`src/rtl/regfile_access_master_pkg.sv`:
```
// ---------------------------------------------------------------------------
// regfile_access_master_pkg
//
// Shared definitions for the register-file access master:
//   - FSM state encoding (ST_IDLE, ST_INIT)
//   - default register index / data widths
//   - response FIFO entry layout helpers
//
// Response FIFO entry layout, MSB first:
//   { is_write (only with RF_MASTER_WRITE_ACK_EN), addr[ADDR_W], data[DATA_W] }
//
// Configuration macro: RF_MASTER_WRITE_ACK_EN (adds the is_write flag bit).
// ---------------------------------------------------------------------------
package regfile_access_master_pkg;

    localparam int DEFAULT_ADDR_W = 5;
    localparam int DEFAULT_DATA_W = 32;

    typedef enum logic {
        ST_IDLE = 1'b0,
        ST_INIT = 1'b1
    } state_t;

    // Data sits in the low bits of an entry, the register index above it.
    function automatic int entry_data_lsb();
        return 0;
    endfunction

    function automatic int entry_addr_lsb(input int data_w);
        return data_w;
    endfunction

    // Total entry width; the write-acknowledge build carries one extra
    // flag bit at the top of each entry.
    function automatic int entry_width(input int addr_w, input int data_w);
`ifdef RF_MASTER_WRITE_ACK_EN
        return addr_w + data_w + 1;
`else
        return addr_w + data_w;
`endif
    endfunction

endpackage

```
`src/rtl/regfile_access_master_rsp_fifo.sv`:
```
// ---------------------------------------------------------------------------
// regfile_access_master_rsp_fifo
//
// Response FIFO for the register-file access master. Synchronous,
// single clock, power-of-two depth so the pointers wrap on their own.
//
// Parameters:
//   WIDTH  entry width
//   DEPTH  number of entries (power of two, >= 2)
//
// Ports:
//   clk    in   clock, rising edge
//   rst    in   synchronous active-high reset, empties the FIFO
//   push   in   write wdata this cycle (ignored when full)
//   pop    in   drop the head entry this cycle (ignored when empty)
//   wdata  in   entry to store
//   rdata  out  head entry
//   full   out  count == DEPTH
//   empty  out  count == 0
//   count  out  number of stored entries
// ---------------------------------------------------------------------------
module regfile_access_master_rsp_fifo #(
    parameter int WIDTH = 37,
    parameter int DEPTH = 2
) (
    input  logic                     clk,
    input  logic                     rst,
    input  logic                     push,
    input  logic                     pop,
    input  logic [WIDTH-1:0]         wdata,
    output logic [WIDTH-1:0]         rdata,
    output logic                     full,
    output logic                     empty,
    output logic [$clog2(DEPTH):0]   count
);

    localparam int PTR_W = $clog2(DEPTH);

    logic [WIDTH-1:0] mem [DEPTH];
    logic [PTR_W-1:0] wr_ptr;
    logic [PTR_W-1:0] rd_ptr;
    logic             do_push;
    logic             do_pop;

    assign full    = (count == (PTR_W + 1)'(DEPTH));
    assign empty   = (count == '0);
    assign do_push = push && !full;
    assign do_pop  = pop && !empty;
    assign rdata   = mem[rd_ptr];

    // Pointer and occupancy bookkeeping. A simultaneous push and pop
    // leaves the count unchanged.
    always_ff @(posedge clk) begin
        if (rst) begin
            wr_ptr <= '0;
            rd_ptr <= '0;
            count  <= '0;
        end else begin
            if (do_push) begin
                wr_ptr <= wr_ptr + 1'b1;
            end
            if (do_pop) begin
                rd_ptr <= rd_ptr + 1'b1;
            end
            case ({do_push, do_pop})
                2'b10:   count <= count + 1'b1;
                2'b01:   count <= count - 1'b1;
                default: count <= count;
            endcase
        end
    end

    // Storage needs no reset; stale contents are never presented because
    // the consumer qualifies the head with empty.
    always_ff @(posedge clk) begin
        if (do_push) begin
            mem[wr_ptr] <= wdata;
        end
    end

endmodule

```
`src/rtl/regfile_access_master.sv`:
```
// ---------------------------------------------------------------------------
// regfile_access_master
//
// Initiator for the 32x32 register file. Drives the write port and read
// port 1 on behalf of a valid/ready command stream, returns read data on a
// buffered valid/ready response stream, and can sweep every register to
// INIT_VALUE (post-reset clearing / loader use).
//
// Parameters:
//   ADDR_W      register index width (2**ADDR_W registers swept by init)
//   DATA_W      register data width
//   RSP_DEPTH   response FIFO entries (power of two, >= 2)
//   INIT_VALUE  value written to every register by the sweep
//
// Ports:
//   clk, rst                  clock, synchronous active-high reset
//   cmd_valid/cmd_ready       command handshake
//   cmd_write/addr/wdata      command payload (1 = write, 0 = read)
//   init_start                pulse to start the init sweep
//   init_busy                 sweep in progress
//   rsp_valid/rsp_ready       response handshake
//   rsp_data/rsp_addr         head response entry
//   rsp_is_write              head entry is a write ack (macro builds only)
//   rf_read_reg/rf_read_data  register file read port 1
//   rf_write_reg/data/en      register file write port
//
// Configuration macro: RF_MASTER_WRITE_ACK_EN
//   defined   - accepted writes also queue {addr, wdata} with rsp_is_write=1
//   undefined - writes produce no response, rsp_is_write is absent
// ---------------------------------------------------------------------------
module regfile_access_master
    import regfile_access_master_pkg::*;
#(
    parameter int                ADDR_W     = DEFAULT_ADDR_W,
    parameter int                DATA_W     = DEFAULT_DATA_W,
    parameter int                RSP_DEPTH  = 2,
    parameter logic [DATA_W-1:0] INIT_VALUE = '0
) (
    input  logic              clk,
    input  logic              rst,
    input  logic              cmd_valid,
    output logic              cmd_ready,
    input  logic              cmd_write,
    input  logic [ADDR_W-1:0] cmd_addr,
    input  logic [DATA_W-1:0] cmd_wdata,
    input  logic              init_start,
    output logic              init_busy,
    output logic              rsp_valid,
    input  logic              rsp_ready,
    output logic [DATA_W-1:0] rsp_data,
    output logic [ADDR_W-1:0] rsp_addr,
`ifdef RF_MASTER_WRITE_ACK_EN
    output logic              rsp_is_write,
`endif
    output logic [ADDR_W-1:0] rf_read_reg,
    input  logic [DATA_W-1:0] rf_read_data,
    output logic [ADDR_W-1:0] rf_write_reg,
    output logic [DATA_W-1:0] rf_write_data,
    output logic              rf_write_en
);

    localparam int                ENTRY_W  = entry_width(ADDR_W, DATA_W);
    localparam int                DATA_LSB = entry_data_lsb();
    localparam int                ADDR_LSB = entry_addr_lsb(DATA_W);
    localparam logic [ADDR_W-1:0] LAST_IDX = '1;

    state_t                     state;
    state_t                     state_next;
    logic [ADDR_W-1:0]          sweep_idx;
    logic                       accept;
    logic                       fifo_push;
    logic                       fifo_pop;
    logic                       fifo_full;
    logic                       fifo_empty;
    logic [$clog2(RSP_DEPTH):0] fifo_count;
    logic [ENTRY_W-1:0]         push_entry;
    logic [ENTRY_W-1:0]         head_entry;

    // State register and sweep index. The index runs only while sweeping
    // and naturally wraps back to zero after the last register.
    always_ff @(posedge clk) begin
        if (rst) begin
            state     <= ST_IDLE;
            sweep_idx <= '0;
        end else begin
            state <= state_next;
            if (state == ST_INIT) begin
                sweep_idx <= sweep_idx + 1'b1;
            end else begin
                sweep_idx <= '0;
            end
        end
    end

    // Next state, handshake and register-file port muxing. Everything is
    // held quiet while rst is high so nothing is written on the reset edge.
    // The FIFO has no pass-through: a full FIFO blocks every command, and
    // init_start takes priority over a command presented in the same cycle.
    always_comb begin
        state_next    = state;
        cmd_ready     = 1'b0;
        accept        = 1'b0;
        rf_read_reg   = '0;
        rf_write_en   = 1'b0;
        rf_write_reg  = '0;
        rf_write_data = '0;
        if (!rst) begin
            case (state)
                ST_IDLE: begin
                    cmd_ready = !fifo_full && !init_start;
                    accept    = cmd_valid && cmd_ready;
                    if (init_start) begin
                        state_next = ST_INIT;
                    end
                    if (accept && cmd_write) begin
                        rf_write_en   = 1'b1;
                        rf_write_reg  = cmd_addr;
                        rf_write_data = cmd_wdata;
                    end
                    if (accept && !cmd_write) begin
                        rf_read_reg = cmd_addr;
                    end
                end
                ST_INIT: begin
                    rf_write_en   = 1'b1;
                    rf_write_reg  = sweep_idx;
                    rf_write_data = INIT_VALUE;
                    if (sweep_idx == LAST_IDX) begin
                        state_next = ST_IDLE;
                    end
                end
                default: begin
                    state_next = ST_IDLE;
                end
            endcase
        end
    end

    // Reads capture the combinational register-file data at the accept
    // edge; write acks (when built in) capture the write data instead.
`ifdef RF_MASTER_WRITE_ACK_EN
    assign fifo_push  = accept;
    assign push_entry = {cmd_write, cmd_addr, cmd_write ? cmd_wdata : rf_read_data};
`else
    assign fifo_push  = accept && !cmd_write;
    assign push_entry = {cmd_addr, rf_read_data};
`endif

    assign fifo_pop  = rsp_valid && rsp_ready;
    assign init_busy = (state == ST_INIT);
    assign rsp_valid = (fifo_count != '0);

    // Head fields are forced to zero when empty so the response outputs
    // read as zero after reset instead of showing stale storage.
    assign rsp_data = fifo_empty ? '0 : head_entry[DATA_LSB +: DATA_W];
    assign rsp_addr = fifo_empty ? '0 : head_entry[ADDR_LSB +: ADDR_W];
`ifdef RF_MASTER_WRITE_ACK_EN
    assign rsp_is_write = !fifo_empty && head_entry[ENTRY_W-1];
`endif

    regfile_access_master_rsp_fifo #(
        .WIDTH (ENTRY_W),
        .DEPTH (RSP_DEPTH)
    ) u_rsp_fifo (
        .clk   (clk),
        .rst   (rst),
        .push  (fifo_push),
        .pop   (fifo_pop),
        .wdata (push_entry),
        .rdata (head_entry),
        .full  (fifo_full),
        .empty (fifo_empty),
        .count (fifo_count)
    );

endmodule

```
`config.mk`:
```
export PLATFORM = sky130hd
export DESIGN_NAME = regfile_access_master
export DESIGN_NICKNAME = d
export VERILOG_FILES = /design/src/rtl/regfile_access_master_pkg.sv /design/src/rtl/regfile_access_master_rsp_fifo.sv /design/src/rtl/regfile_access_master.sv
export SDC_FILE = /design/constraint.sdc
export NUM_CORES = 1
export LEC_CHECK = 0
export CAP_MARGIN = 25
export CORE_MARGIN = 2
export CORE_UTILIZATION = 32
export DETAILED_ROUTE_END_ITERATION = 8
export PLACE_DENSITY = 0.72
export SKIP_LAST_GASP = 1
export SLEW_MARGIN = 20
export SYNTH_ARGS = -nofsm -noshare
export SYNTH_HDL_FRONTEND = slang
export SYNTH_SLANG_ARGS = --single-unit
```
`constraint.sdc`:
```
create_clock -name clk -period 2.6 [get_ports clk]
set_clock_uncertainty 0.1 [all_clocks]
set_input_delay 0.39 -clock clk [delete_from_list [all_inputs] [get_ports clk]]
set_output_delay 0.39 -clock clk [all_outputs]
set_load 0.02 [all_outputs]
```
==> results.ini <==
[worst_setup_path]
crit_chain=clkdlybuf4s50_1 > or2_4 > nor4b_4 > buf_12 > and2_1 > clkdlybuf4s15_1
cp_slowest_stage_delay_ns=0.42
cp_slowest_cell=clkdlybuf4s50_1
critPathKind=in -> out
cp_max_fo=32
cp.arrival_ns=2.04
end_kind=output pin
cp.required_ns=2.11
startpoint_type=primary input

[clock_tree]
h-tree-depth=3
clk_pin_slew_ns=0.05
cts_made_buffers=9
clk_latency_ns=0.32
clock_sink_count=85
cts_tree=built
cts_root_buf=clkbuf_16
clock_path_buffers=2
cts_hold_buf=0

[logic_synthesis]
synth_area_sq_mm=0.003620
postSynthAreaPerCell_sq_um=13.98
synth.distinct_cells=30
netlist.top_cell.by_area=edfxtp_1
synth_flop_cell=edfxtp_1
yosys-top-cells-area=edfxtp_1, mux2i_1, and2_1
synth-edff-count=74
netlist_instances=259
ys_seq_area_share_pct=67.47
ys_warn_count=0
yosysTopAreaCellShare_pct=61.39
ys_ff_latch=85
syn-num-nets=337
async_reset_ff_share_pct=0

[floorplanning]
die_height_microns=110.4
pin_count=158
die_w_microns=110.4
rows=38
core_area_sq_mm=0.01094
die_area_sq_mm=0.01218
start_util_pct=33.10

[layout]
area_growth_syn_to_layout_pct=61.04
final_cells=585
final_cell_area_sq_mm=0.005829
drive_above_1_share_pct=11.49
fillerInstances=945
final_nets=517

[drt]
routed_via_density=4.458
drt_first_pass_iters=4
drc=0
first_iter_violations=84
detail-route-antenna-nets=0
wire_per_inst_microns=14.83
vias=2608
wl_mm=8.676

[placement]
dp.final_hpwl_mm=6.674
place_inst=565
place_congestion=0.7248
portBuffers=157
placed_cell_area_sq_mm=0.005563

[global_routing]
grt-ovfl-total=0
grt_use_met3_pct=6.055
grt_pass1_wl_mm=13.21
grt_pass1_vias=2799
grt_max_degree=38
grt_usage_pct=14.84
use_met1_pct=14.70
grt_busiest_layer=met2
met2_usage_pct=27.83
antenna_found_initial=0

[worst_hold_path]
worstHoldPathType=reg -> reg

[timing]
min_period_ns=2.530
setup_viol=0
fin_crit_sh_pct=97.30
hold_violations=0
drv_slew=0
slew_headroom_pct=73.03
timing.hold.ws_ns=0.3729
rsz0062_at_grt=no
max_freq_ghz=0.3953
tightest_slew_ns=0.4027

[pwr]
p_leak_nw=2.139
vdd_drop_max_v=0.0002482
powerDensity_mw_per_mm2=540.8

[run_status]
status=finished, final reports clean

[run]
maxCapViolCount=0

flip-flops by register name (all words and copies together), names as in the netlist, named ones only:
name,count
u_rsp_fifo.count,2
u_rsp_fifo.mem,74
u_rsp_fifo.rd_ptr,1
u_rsp_fifo.wr_ptr,1
sweep_idx,5
init_busy,1
layer usage:
metal / share of wire [%] / wire [microns]
met5: 0 / 0
met4: 0.98 / 85
met3: 9.4 / 813
met2: 53 / 4632
met1: 36 / 3145
placed cells by master, fill, tap and decap left out, types with 2 or more instances in the layout:
| cell | count |
|---|---|
| xnor2_1 | 2 |
| clkbuf_2 | 4 |
| nand2b_1 | 3 |
| dfxtp_1 | 10 |
| edfxtp_1 | 74 |
| and2_1 | 39 |
| dlygate4sd2_1 | 19 |
| buf_4 | 19 |
| and2_2 | 2 |
| clkdlybuf4s15_1 | 17 |
| nor2_1 | 45 |
| clkinv_1 | 4 |
| o21ai_0 | 2 |
| a32o_1 | 5 |
| clkdlybuf4s50_1 | 114 |
| buf_12 | 7 |
| ha_1 | 3 |
| clkbuf_16 | 9 |
| xor2_1 | 3 |
| mux2i_1 | 38 |
| inv_1 | 5 |
cells by family (layout without fill, tap and decap cells):
| kind of cell | after synthesis | after routing | synth area share [%] |
|---|---|---|---|
| simple gates | 101 | 101 | 15.42 |
| xor+xnor | 5 | 5 | 1.210 |
| buf+inv | 17 | 202 | 2.039 |
| compound gates | 10 | 10 | 2.316 |
| flops | 85 | 85 | 67.47 |
| mux | 38 | 38 | 10.51 |
| fa+ha+maj | 3 | 3 | 1.037 |
| other cells | 0 | 1 | 0 |
synth_stat cells (2+ instances only):
| cell | instances |
|---|---|
| buf_2 | 5 |
| xor2_1 | 3 |
| ha_1 | 3 |
| buf_1 | 2 |
| clkbuf_2 | 3 |
| edfxtp_1 | 74 |
| nand2b_1 | 3 |
| and2_1 | 41 |
| o21ai_0 | 2 |
| nor2_1 | 46 |
| clkbuf_1 | 2 |
| a32o_1 | 5 |
| dfxtp_1 | 11 |
| xnor2_1 | 2 |
| inv_1 | 5 |
| mux2i_1 | 38 |
through the flow:
stage               worst slack [ns]  util [%]  power, mW  setup TNS [ns]
floorplan                     0.1509         -      1.720               0
global placement             -0.2490     50.87      1.989          -7.575
detailed placement           -0.2510     50.87      1.997          -8.101
CTS                          -0.1761     53.14      3.195         -0.1873
global route              0.00002442     53.28      3.284               0
finish                       0.07009     53.31      3.152               0
area by class of cell:
cell class                      count  area [sq um]  area share, %
Sequential cell                    85          2444          41.92
Antenna cell                        1         2.502        0.04293
Multi-Input combinational cell    157          1114          19.10
Timing Repair Buffer              181          1793          30.76
Tap cell                          140         175.2          3.005
Clock buffer                       10         229.0          3.928
Clock inverter                      6         53.80         0.9229
Inverter                            5         18.77         0.3220
repair_timing:
item / CTS / global route
pin swaps: 0 / 1
setup endpoints to repair: 41 / 24
setup buffers: 2 / 1
gates resized for setup: 40 / 26
report_power, final:
part	internal [mW]	switching [mW]	total, mW
Combinational	0.249	0.201	0.450
Sequential	1.50	0.00678	1.51
Clock	0.732	0.464	1.20
critical path: cells and delay by family:
kind                   cells  cell delay, ns
and+or+nand+nor            3            0.72
buffers and inverters      3            0.92
worst paths after layout:
kind	start	endpoint	slack, ns	depth (start not counted)
hold reg to reg	sweep_idx[0]	sweep_idx[0]	0.37	1
hold / removal	sweep_idx[0]	sweep_idx[0]	0.37	1
setup reg to reg	u_rsp_fifo.count[1]	u_rsp_fifo.count[1]	0.34	9
setup / recovery	rst	rf_write_data[9]	0.07	6
Power figures use the tool's default switching activity.
